$ cat src/rtl/store_buffer.sv
`default_nettype none
// ============================================================================
//  Module   : store_buffer
//  Purpose  : Circular FIFO of pending CPU stores. Drains one entry per cycle
//             to data memory when the port is free, and checks buffered
//             entries against a concurrent load address.
//  Options  : STORE_BUF_FWD_EN - when defined, ld_data forwards the youngest
//             matching entry; otherwise ld_hit is a stall request only and
//             ld_data is tied to zero.
//  Revision : 1.0 - initial release
// ============================================================================
module store_buffer #(
  parameter int unsigned DEPTH = 4  // power of two, 2..16
) (
  input  logic        clk,
  input  logic        reset,
  input  logic        st_valid,
  input  logic [31:0] st_addr,
  input  logic [31:0] st_data,
  input  logic [31:0] st_pc,
  output logic        st_ready,
  input  logic        ld_valid,
  input  logic [31:0] ld_addr,
  output logic        ld_hit,
  output logic [31:0] ld_data,
  input  logic        dm_busy,
  output logic        dm_we,
  output logic [31:0] dm_addr,
  output logic [31:0] dm_wdata,
  output logic [31:0] dm_pc,
  output logic [4:0]  count
);

  localparam int unsigned c_ptr_w = (DEPTH > 1) ? $clog2(DEPTH) : 1;
  localparam logic [4:0]  c_full  = 5'(DEPTH);

  logic [c_ptr_w-1:0] head_q, head_d;
  logic [c_ptr_w-1:0] tail_q, tail_d;
  logic [4:0]         count_q, count_d;

  logic [31:0] addr_q [DEPTH];
  logic [31:0] addr_d [DEPTH];
  logic [31:0] data_q [DEPTH];
  logic [31:0] data_d [DEPTH];
  logic [31:0] pc_q   [DEPTH];
  logic [31:0] pc_d   [DEPTH];

  logic w_push;
  logic w_pop;
  logic w_nonempty;
  logic w_match_any;
`ifdef STORE_BUF_FWD_EN
  logic [31:0] w_fwd_data;
`endif

  // Handshake decode: a full buffer refuses stores; the head drains whenever
  // the memory port is free. An entry pushed this cycle is not yet counted,
  // so it cannot drain in its own push cycle.
  always_comb begin
    w_nonempty = (count_q != 5'd0);
    st_ready   = (count_q != c_full);
    dm_we      = w_nonempty && !dm_busy;
    w_push     = st_valid && st_ready;
    w_pop      = dm_we;
    dm_addr    = w_nonempty ? addr_q[head_q] : 32'd0;
    dm_wdata   = w_nonempty ? data_q[head_q] : 32'd0;
    dm_pc      = w_nonempty ? pc_q[head_q]   : 32'd0;
    count      = count_q;
  end

  // Next-state for pointers and occupancy; pointers wrap by natural overflow.
  always_comb begin
    head_d  = head_q;
    tail_d  = tail_q;
    count_d = count_q;
    if (w_push) begin
      tail_d = tail_q + c_ptr_w'(1);
    end
    if (w_pop) begin
      head_d = head_q + c_ptr_w'(1);
    end
    case ({w_push, w_pop})
      2'b10:   count_d = count_q + 5'd1;
      2'b01:   count_d = count_q - 5'd1;
      default: count_d = count_q;
    endcase
  end

  // Entry storage next-state: only the tail slot is written on a push.
  always_comb begin
    addr_d = addr_q;
    data_d = data_q;
    pc_d   = pc_q;
    if (w_push) begin
      addr_d[tail_q] = st_addr;
      data_d[tail_q] = st_data;
      pc_d[tail_q]   = st_pc;
    end
  end

  // Load match: scan valid entries from oldest to youngest so the last hit
  // is the youngest. The head entry still counts while it is being popped.
  always_comb begin
    w_match_any = 1'b0;
`ifdef STORE_BUF_FWD_EN
    w_fwd_data  = 32'd0;
`endif
    for (int i = 0; i < DEPTH; i++) begin
      if ((5'(i) < count_q) && (addr_q[head_q + c_ptr_w'(i)] == ld_addr)) begin
        w_match_any = 1'b1;
`ifdef STORE_BUF_FWD_EN
        w_fwd_data  = data_q[head_q + c_ptr_w'(i)];
`endif
      end
    end
    ld_hit = ld_valid && w_match_any;
`ifdef STORE_BUF_FWD_EN
    ld_data = ld_hit ? w_fwd_data : 32'd0;
`else
    ld_data = 32'd0;
`endif
  end

  // Control state: reset clears occupancy at once, discarding pending stores.
  always_ff @(posedge clk or posedge reset) begin
    if (reset) begin
      head_q  <= '0;
      tail_q  <= '0;
      count_q <= 5'd0;
    end else begin
      head_q  <= head_d;
      tail_q  <= tail_d;
      count_q <= count_d;
    end
  end

  // Entry payload needs no reset: slots are only visible once counted valid.
  always_ff @(posedge clk) begin
    addr_q <= addr_d;
    data_q <= data_d;
    pc_q   <= pc_d;
  end

endmodule
`default_nettype wire

$ cat config.mk
export PLATFORM = sky130hd
export DESIGN_NAME = store_buffer
export DESIGN_NICKNAME = d
export VERILOG_FILES = /design/src/rtl/store_buffer.sv
export SDC_FILE = /design/constraint.sdc
export NUM_CORES = 1
export LEC_CHECK = 0
export BUFFER_PORTS_ARGS = -buffer_cell sky130_fd_sc_hd__buf_4
export CORE_ASPECT_RATIO = 0.7
export CORE_MARGIN = 2
export CORE_UTILIZATION = 50
export CTS_CLUSTER_DIAMETER = 80
export CTS_CLUSTER_SIZE = 10
export DETAILED_ROUTE_END_ITERATION = 10
export PLACE_DENSITY = 0.74
export SLEW_MARGIN = 20
export SYNTH_ARGS = -nofsm -noshare
export SYNTH_HDL_FRONTEND = slang
export SYNTH_SLANG_ARGS = --single-unit
$ cat constraint.sdc
create_clock -name clk -period 4 [get_ports clk]
set_input_delay 0.4 -clock clk [delete_from_list [all_inputs] [get_ports clk]]
set_output_delay 0.4 -clock clk [all_outputs]
set_load 0.005 [all_outputs]
# ---- Word level (Yosys, flattened, before mapping)
# Index checks and enable logic that the tools add are counted.
dict set report totals {
  elab_cells 85
  latchBits 0
  romBits 0
  mem_bits_rw 0
  memories 0
  out_inout_bits 136
  register_bits 393
  inputBits 133
}
dict set report classes {
  bitwise 5
  order_cmp 10
  muxes 31
  shift 0
  n_mul 0
  n_div 0
  n_addsub 6
  n_reduce_logical 11
  eq_ne 7
}
# cell n
set ops {}
lappend ops {{2-to-1 mux 32 bit} 16}
lappend ops {{binary-select mux 32 bit (select 2 bit)} 6}
lappend ops {{bitwise mux 128 bit} 3}
lappend ops {{== test 32 bit} 4}
lappend ops {{demux 32 bit (select 2 bit)} 1}
lappend ops {{greater-or-equal comparator 3 bit, second input constant} 5}
lappend ops {{NOT 2 -> 3 bit} 5}
lappend ops {{< comparator 1 x 5 -> 1 bit, first input constant} 2}
lappend ops {{< comparator 2 x 5 -> 1 bit, first input constant} 2}
lappend ops {{case mux 5 bit (2 select lines)} 1}
lappend ops {{logical AND 1 bit} 8}
lappend ops {{adder 5 x 1 -> 5 bit, second input constant} 1}
lappend ops {{inequality test 5 x 3 -> 1 bit, second input constant} 1}
lappend ops {{nonzero test 5 bit} 1}
lappend ops {{subtractor 5 x 1 -> 5 bit, second input constant} 1}
lappend ops {{adder 2 x 1 -> 2 bit, second input constant} 2}
lappend ops {{adder 2 bit, second input constant} 2}
lappend ops {{2-to-1 mux 1 bit} 4}
lappend ops {{< comparator 3 x 1 -> 1 bit, second input constant} 1}
lappend ops {{== test 2 x 1 -> 1 bit, second input constant} 1}
lappend ops {{== test 2 bit, second input constant} 1}
lappend ops {{nonzero test 2 bit} 1}
lappend ops {{zero test 1 bit} 1}

# ---- Logic depth before layout (Yosys ltp)
dict set report logic_depth {
  depth_word 11
  depth_mapped 11
  depth_no_buf 9
}

# ---- Worst setup path after synthesis
# No wires, ideal clock.
dict set report synth_timing {
  kind {register -> register}
  from {register count_q[0] (netlist: count[0])}
  to {register addr_q[0] (netlist bit), enable pin}
  synth_period_minus_slack_ns 3.694
  required_ns 3.534
  arrival_time_ns 3.228
  path_buffers 0
  stages_incl_launch_ff 5
  setup_slack_ns 0.306
  setup_ns 0.466
  path_cell_list {dfrtp_1 inv_1 ha_1 nand4bb_1 and3_1}
}
dict set report synth_between {
  elab_chain_len 2
}
# element line
set synth_rtl {}
lappend synth_rtl {{start: declaration} 39} ;# logic [4:0] count_q, count_d;
lappend synth_rtl {{start signal: assignment} 133} ;# count_q <= count_d;
lappend synth_rtl {{inequality test 5 x 3 -> 1 bit} 61} ;# st_ready = (count_q != c_full);
lappend synth_rtl {{net st_ready} 21} ;# output logic st_ready,
lappend synth_rtl {{logical AND 1 bit} 63} ;# w_push = st_valid && st_ready;
lappend synth_rtl {{end signal: assignment} 139} ;# addr_q <= addr_d;
lappend synth_rtl {{end: declaration} 41} ;# logic [31:0] addr_q [DEPTH];
# The timed path passes the listed nets, and every way through them passes these cells.
# A chain may end at the register's enable or synchronous reset.

# ---- Worst setup path after layout
dict set report layout_timing {
  from {register head_q[1]}
  to {output port ld_hit}
}
dict set report layout_between {
  elab_chain_len 11
  word_cells_on_any_way 32
  cone_classes {3 x add/sub; 4 x eq/ne; 16 x mux; 4 x bitwise; 5 x reduce/logical}
}
# element line
set layout_rtl {}
lappend layout_rtl {{start: declaration} 37} ;# logic [c_ptr_w-1:0] head_q, head_d;
lappend layout_rtl {{start signal: assignment} 127} ;# head_q <= '0;
lappend layout_rtl {{start signal: assignment} 131} ;# head_q <= head_d;
lappend layout_rtl {{adder 2 x 1 -> 2 bit / NOT 2 -> 3 bit (equally long branches)} 109} ;# if ((5'(i) < count_q) && (addr_q[head_q + c_ptr_w'(i)] == ld_addr)) begin
lappend layout_rtl {{NOT 2 -> 3 bit (implied by the code) / binary-select mux 32 bit (select 2 bit) (equally long branches)} 109}
lappend layout_rtl {{binary-select mux 32 bit (select 2 bit) / 2-to-1 mux 32 bit (equally long branches)} 109}
lappend layout_rtl {{2-to-1 mux 32 bit (implied by the code)} 109}
lappend layout_rtl {{2-to-1 mux 32 bit (implied by the code) / == test 32 bit (equally long branches)} 109}
lappend layout_rtl {{== test 32 bit / logical AND 1 bit (equally long branches)} 109}
lappend layout_rtl {{logical AND 1 bit / 2-to-1 mux 1 bit (equally long branches)} 109}
lappend layout_rtl {{2-to-1 mux 1 bit (2 in series)} 109}
lappend layout_rtl {{2-to-1 mux 1 bit (*)} 109}
lappend layout_rtl {{logical AND 1 bit (*)} 116} ;# ld_hit = ld_valid && w_match_any;
lappend layout_rtl {{end: declaration} 24} ;# output logic ld_hit,
# Every way passes the cells marked *; elsewhere a longest branch is shown, timed or not. The select of a mux whose other input is x is not followed.

==> impl_metrics.csv <==
group,metric,value,unit
outcome,status,"complete, no violations",
clocking,cts_made_buffers,45,
finish,drive_gt1_share,32.2,%
yosys,synthCells,1213,
timing,finalCritPeriodShare,97.1,%
detailed_routing,drtAntennaViolNets,0,
clocking,cts_tree,"built",
yosys,syn-cell-area,19300,sq um
worst_setup_path,critical_path_class,"reg -> out",
worst_setup_path,worst_ep_required_time,3.60,ns
yosys,ys_ff_latch,393,
job,drv_cap,0,
finish,final_cells,1972,
clocking,cts_root_buffer,"clkbuf_16",
yosys,synth.distinct_cells,57,
die,ios,269,
finish,multiInputGateArea,7010,sq um
placed_design,dp_hpwl,33200,microns
timing,clock_skew,0.0340,ns
worst_setup_path,startpoint_type,"register",
placed_design,io_buffers,236,
clocking,insertion_delay,0.56,ns
timing,setup_tns,0,ns
worst_setup_path,cp_max_fo,9,
min_path,hold_path_class,"in -> reg",
detailed_routing,drtIter0Drc,1066,
die,core_area,38200,sq um
timing,fin_crit,3.88,ns
global_routing,antenna_found_initial,3,
timing,finalHoldViolations,0,
global_routing,grt_overflow,0,
timing,slew_headroom,52.0,%
detailed_routing,viasPerCell,5.84,
die,fp-row-count,60,
detailed_routing,wire_per_inst,24.7,microns
timing,drv_slew,0,
global_routing,grt_pass1_vias,11600,
yosys,ys_seq_area_share,61.0,%
global_routing,grt_max_degree,65,
placed_design,dpl-instance-area,21600,sq um
detailed_routing,vias,11500,
yosys,avgSynthCellArea,15.9,sq um
detailed_routing,dr.pass1.iters,6,
yosys,synth_edf_count,384,
yosys,ys_warn_count,0,
global_routing,grt_pass1_wl,72400,microns
die,die_area,40200,sq um
finish,fin_area,23100,sq um
finish,fin_nets,1609,
global_routing,grtUsageTotal,24.1,%
detailed_routing,drc,0,
worst_setup_path,cp_data_arrival_time,3.48,ns
finish,post-route-util,60.3,%
placed_design,placed_cells,1905,
clocking,path_clk_slew,0.06,ns
yosys,async_flop_share,2.29,%
timing,max_freq,0.257,GHz
power_and_ir_drop,max-vdd-ir-drop,0.000494,V
power_and_ir_drop,p_total,0.0177,W
finish,fillers,2907,
clocking,cts_max_level,2,
placed_design,place.gp.congestion,0.976,
clocking,cts.path.max_buffers,3,
die,die_x,239,microns
finish,area_delta_synth_final,19.5,%
worst_setup_path,endpoint_kind,"output port",
timing,setup_violations,0,
finish,regArea,11800,sq um
power_and_ir_drop,power.density,770,nW/um^2
clocking,cts.sinks,393,
die,die_y,168,microns
timing,worst_pin_slew,0.720,ns
yosys,ys.flop_type,"edfxtp_1",
die,initial_core_util,50.5,%
power_and_ir_drop,p_leak,8.36,nW
detailed_routing,wl,48800,microns
==> report_power, final <==
group          leakage [nW]  internal [W]  switching, W  total [W]
Clock                 0.584       0.00201       0.00152    0.00353
Combinational          4.15       0.00411       0.00426    0.00837
Sequential             3.63       0.00546      0.000381    0.00584
Total                  8.36        0.0116       0.00617     0.0177
==> metal layers <==
metal	wire, microns	share of wire, %	global-route usage [%]
met4	977	2.0	6.20
met2	22400	46	36.5
met3	4420	9.1	7.56
met5	13	0.027	0
met1	21000	43	34.1
==> cell usage after synthesis, types with 10 or more instances <==
cell type,number,area share [%]
edfxtp_1,384,60
mux2i_1,135,7.0
mux4_2,95,11
nor2b_1,77,2.5
xnor2_1,77,3.5
xor2_1,45,2.0
buf_4,37,1.4
clkbuf_1,34,0.66
nor2_1,31,0.60
buf_2,27,0.70
nand2_1,25,0.49
a211oi_1,24,0.93
mux2_2,20,1.2
nand4_1,19,0.62
and2_1,16,0.52
o21ai_0,16,0.42
a21oi_1,15,0.39
inv_1,13,0.25
nor3_1,10,0.26
==> cell families after synthesis <==
kind of cell	Yosys count	share of synthesized area, %
other	1	0.0194
AND/OR/NAND/NOR	212	6.14
adder cells (fa/ha/maj)	9	0.584
XOR/XNOR	122	5.54
flip-flops	393	61.0
AO/OA/AOI/OAI	97	3.56
multiplexers	253	19.5
buffers and inverters	126	3.72
==> area by class of cell <==
type | count | share of cell area [%]
flip-flops and latches | 393 | 51.0
clock inverters | 3 | 0.239
diodes | 2 | 0.0217
repair buffers | 289 | 10.4
clock buffers | 51 | 4.98
multi-input cells | 725 | 30.4
well taps | 496 | 2.69
inverters | 13 | 0.212
==> timing repair <==
item / 4_1_cts / 5_1_grt
hold buffers: 1 / 0
pin swaps: 0 / 2
endpoints found under the setup margin: 1 / 1
gates resized for setup: 3 / 11
setup buffers: 6 / 2
gates cloned: 0 / 2
hold endpoints to repair: 9 / 0
==> worst max-delay path: stages, from the launching register on <==
cell       delay, ns
dfrtp_4         0.57
buf_4           0.17
mux4_2          0.50
xor2_1          0.24
nor4_2          0.42
nand4_1         0.20
a2111oi_2       0.30
nand3_1         0.15
a41oi_2         0.22
buf_4           0.15
==> path summary, 6_finish.rpt <==
check	startpoint	cells past startpoint	to	slack (ns)
max	head_q[1]$_DFFE_PP0P_	9	ld_hit	0.12
min	st_addr[29]	1	addr_q[93]$_DFFE_PP_	0.03
max reg2reg	count[0]$_DFFE_PP0P_	5	data_q[122]$_DFFE_PP_	1.47
min reg2reg	count[4]$_DFFE_PP0P_	1	count[4]$_DFFE_PP0P_	0.53
max in group asynchronous	reset	3	head_q[0]$_DFFE_PP0P_	3.31
min in group asynchronous	reset	3	count[4]$_DFFE_PP0P_	0.38
==> registers in the layout, summed over array words and instances (netlist names) <==
signal / flops
head_q: 2
data_q: 128
pc_q: 128
tail_q: 2
addr_q: 128
count: 5
==> cell usage in the layout, fill, tap and decap left out, drive strengths merged, types with 4 or more instances in the layout <==
| master | count |
|---|---|
| a221oi | 4 |
| nand3 | 9 |
| a21oi | 15 |
| mux2 | 20 |
| conb | 32 |
| nor3 | 10 |
| nand4 | 19 |
| o21ai | 16 |
| nor2 | 31 |
| edfxtp | 384 |
| xnor2 | 77 |
| clkbuf | 53 |
| buf | 286 |
| o221ai | 6 |
| ha | 9 |
| mux2i | 138 |
| nor2b | 77 |
| mux4 | 95 |
| xor2 | 45 |
| a211oi | 24 |
| o22ai | 6 |
| a22oi | 4 |
| and3 | 4 |
| dfrtp | 9 |
| and2 | 16 |
| nand2 | 25 |
| inv | 14 |
| nor4 | 9 |
==> stage by stage <==
step	worst slack (ns)	hold WS (ns)
after floorplan	0.306	0.228
after global placement	0.384	0.401
after detailed placement	0.394	0.407
after CTS	0.0117	0.0128
after global routing	-0.0225	0.0192
final	0.116	0.0335
Power figures use the tool's default switching activity.
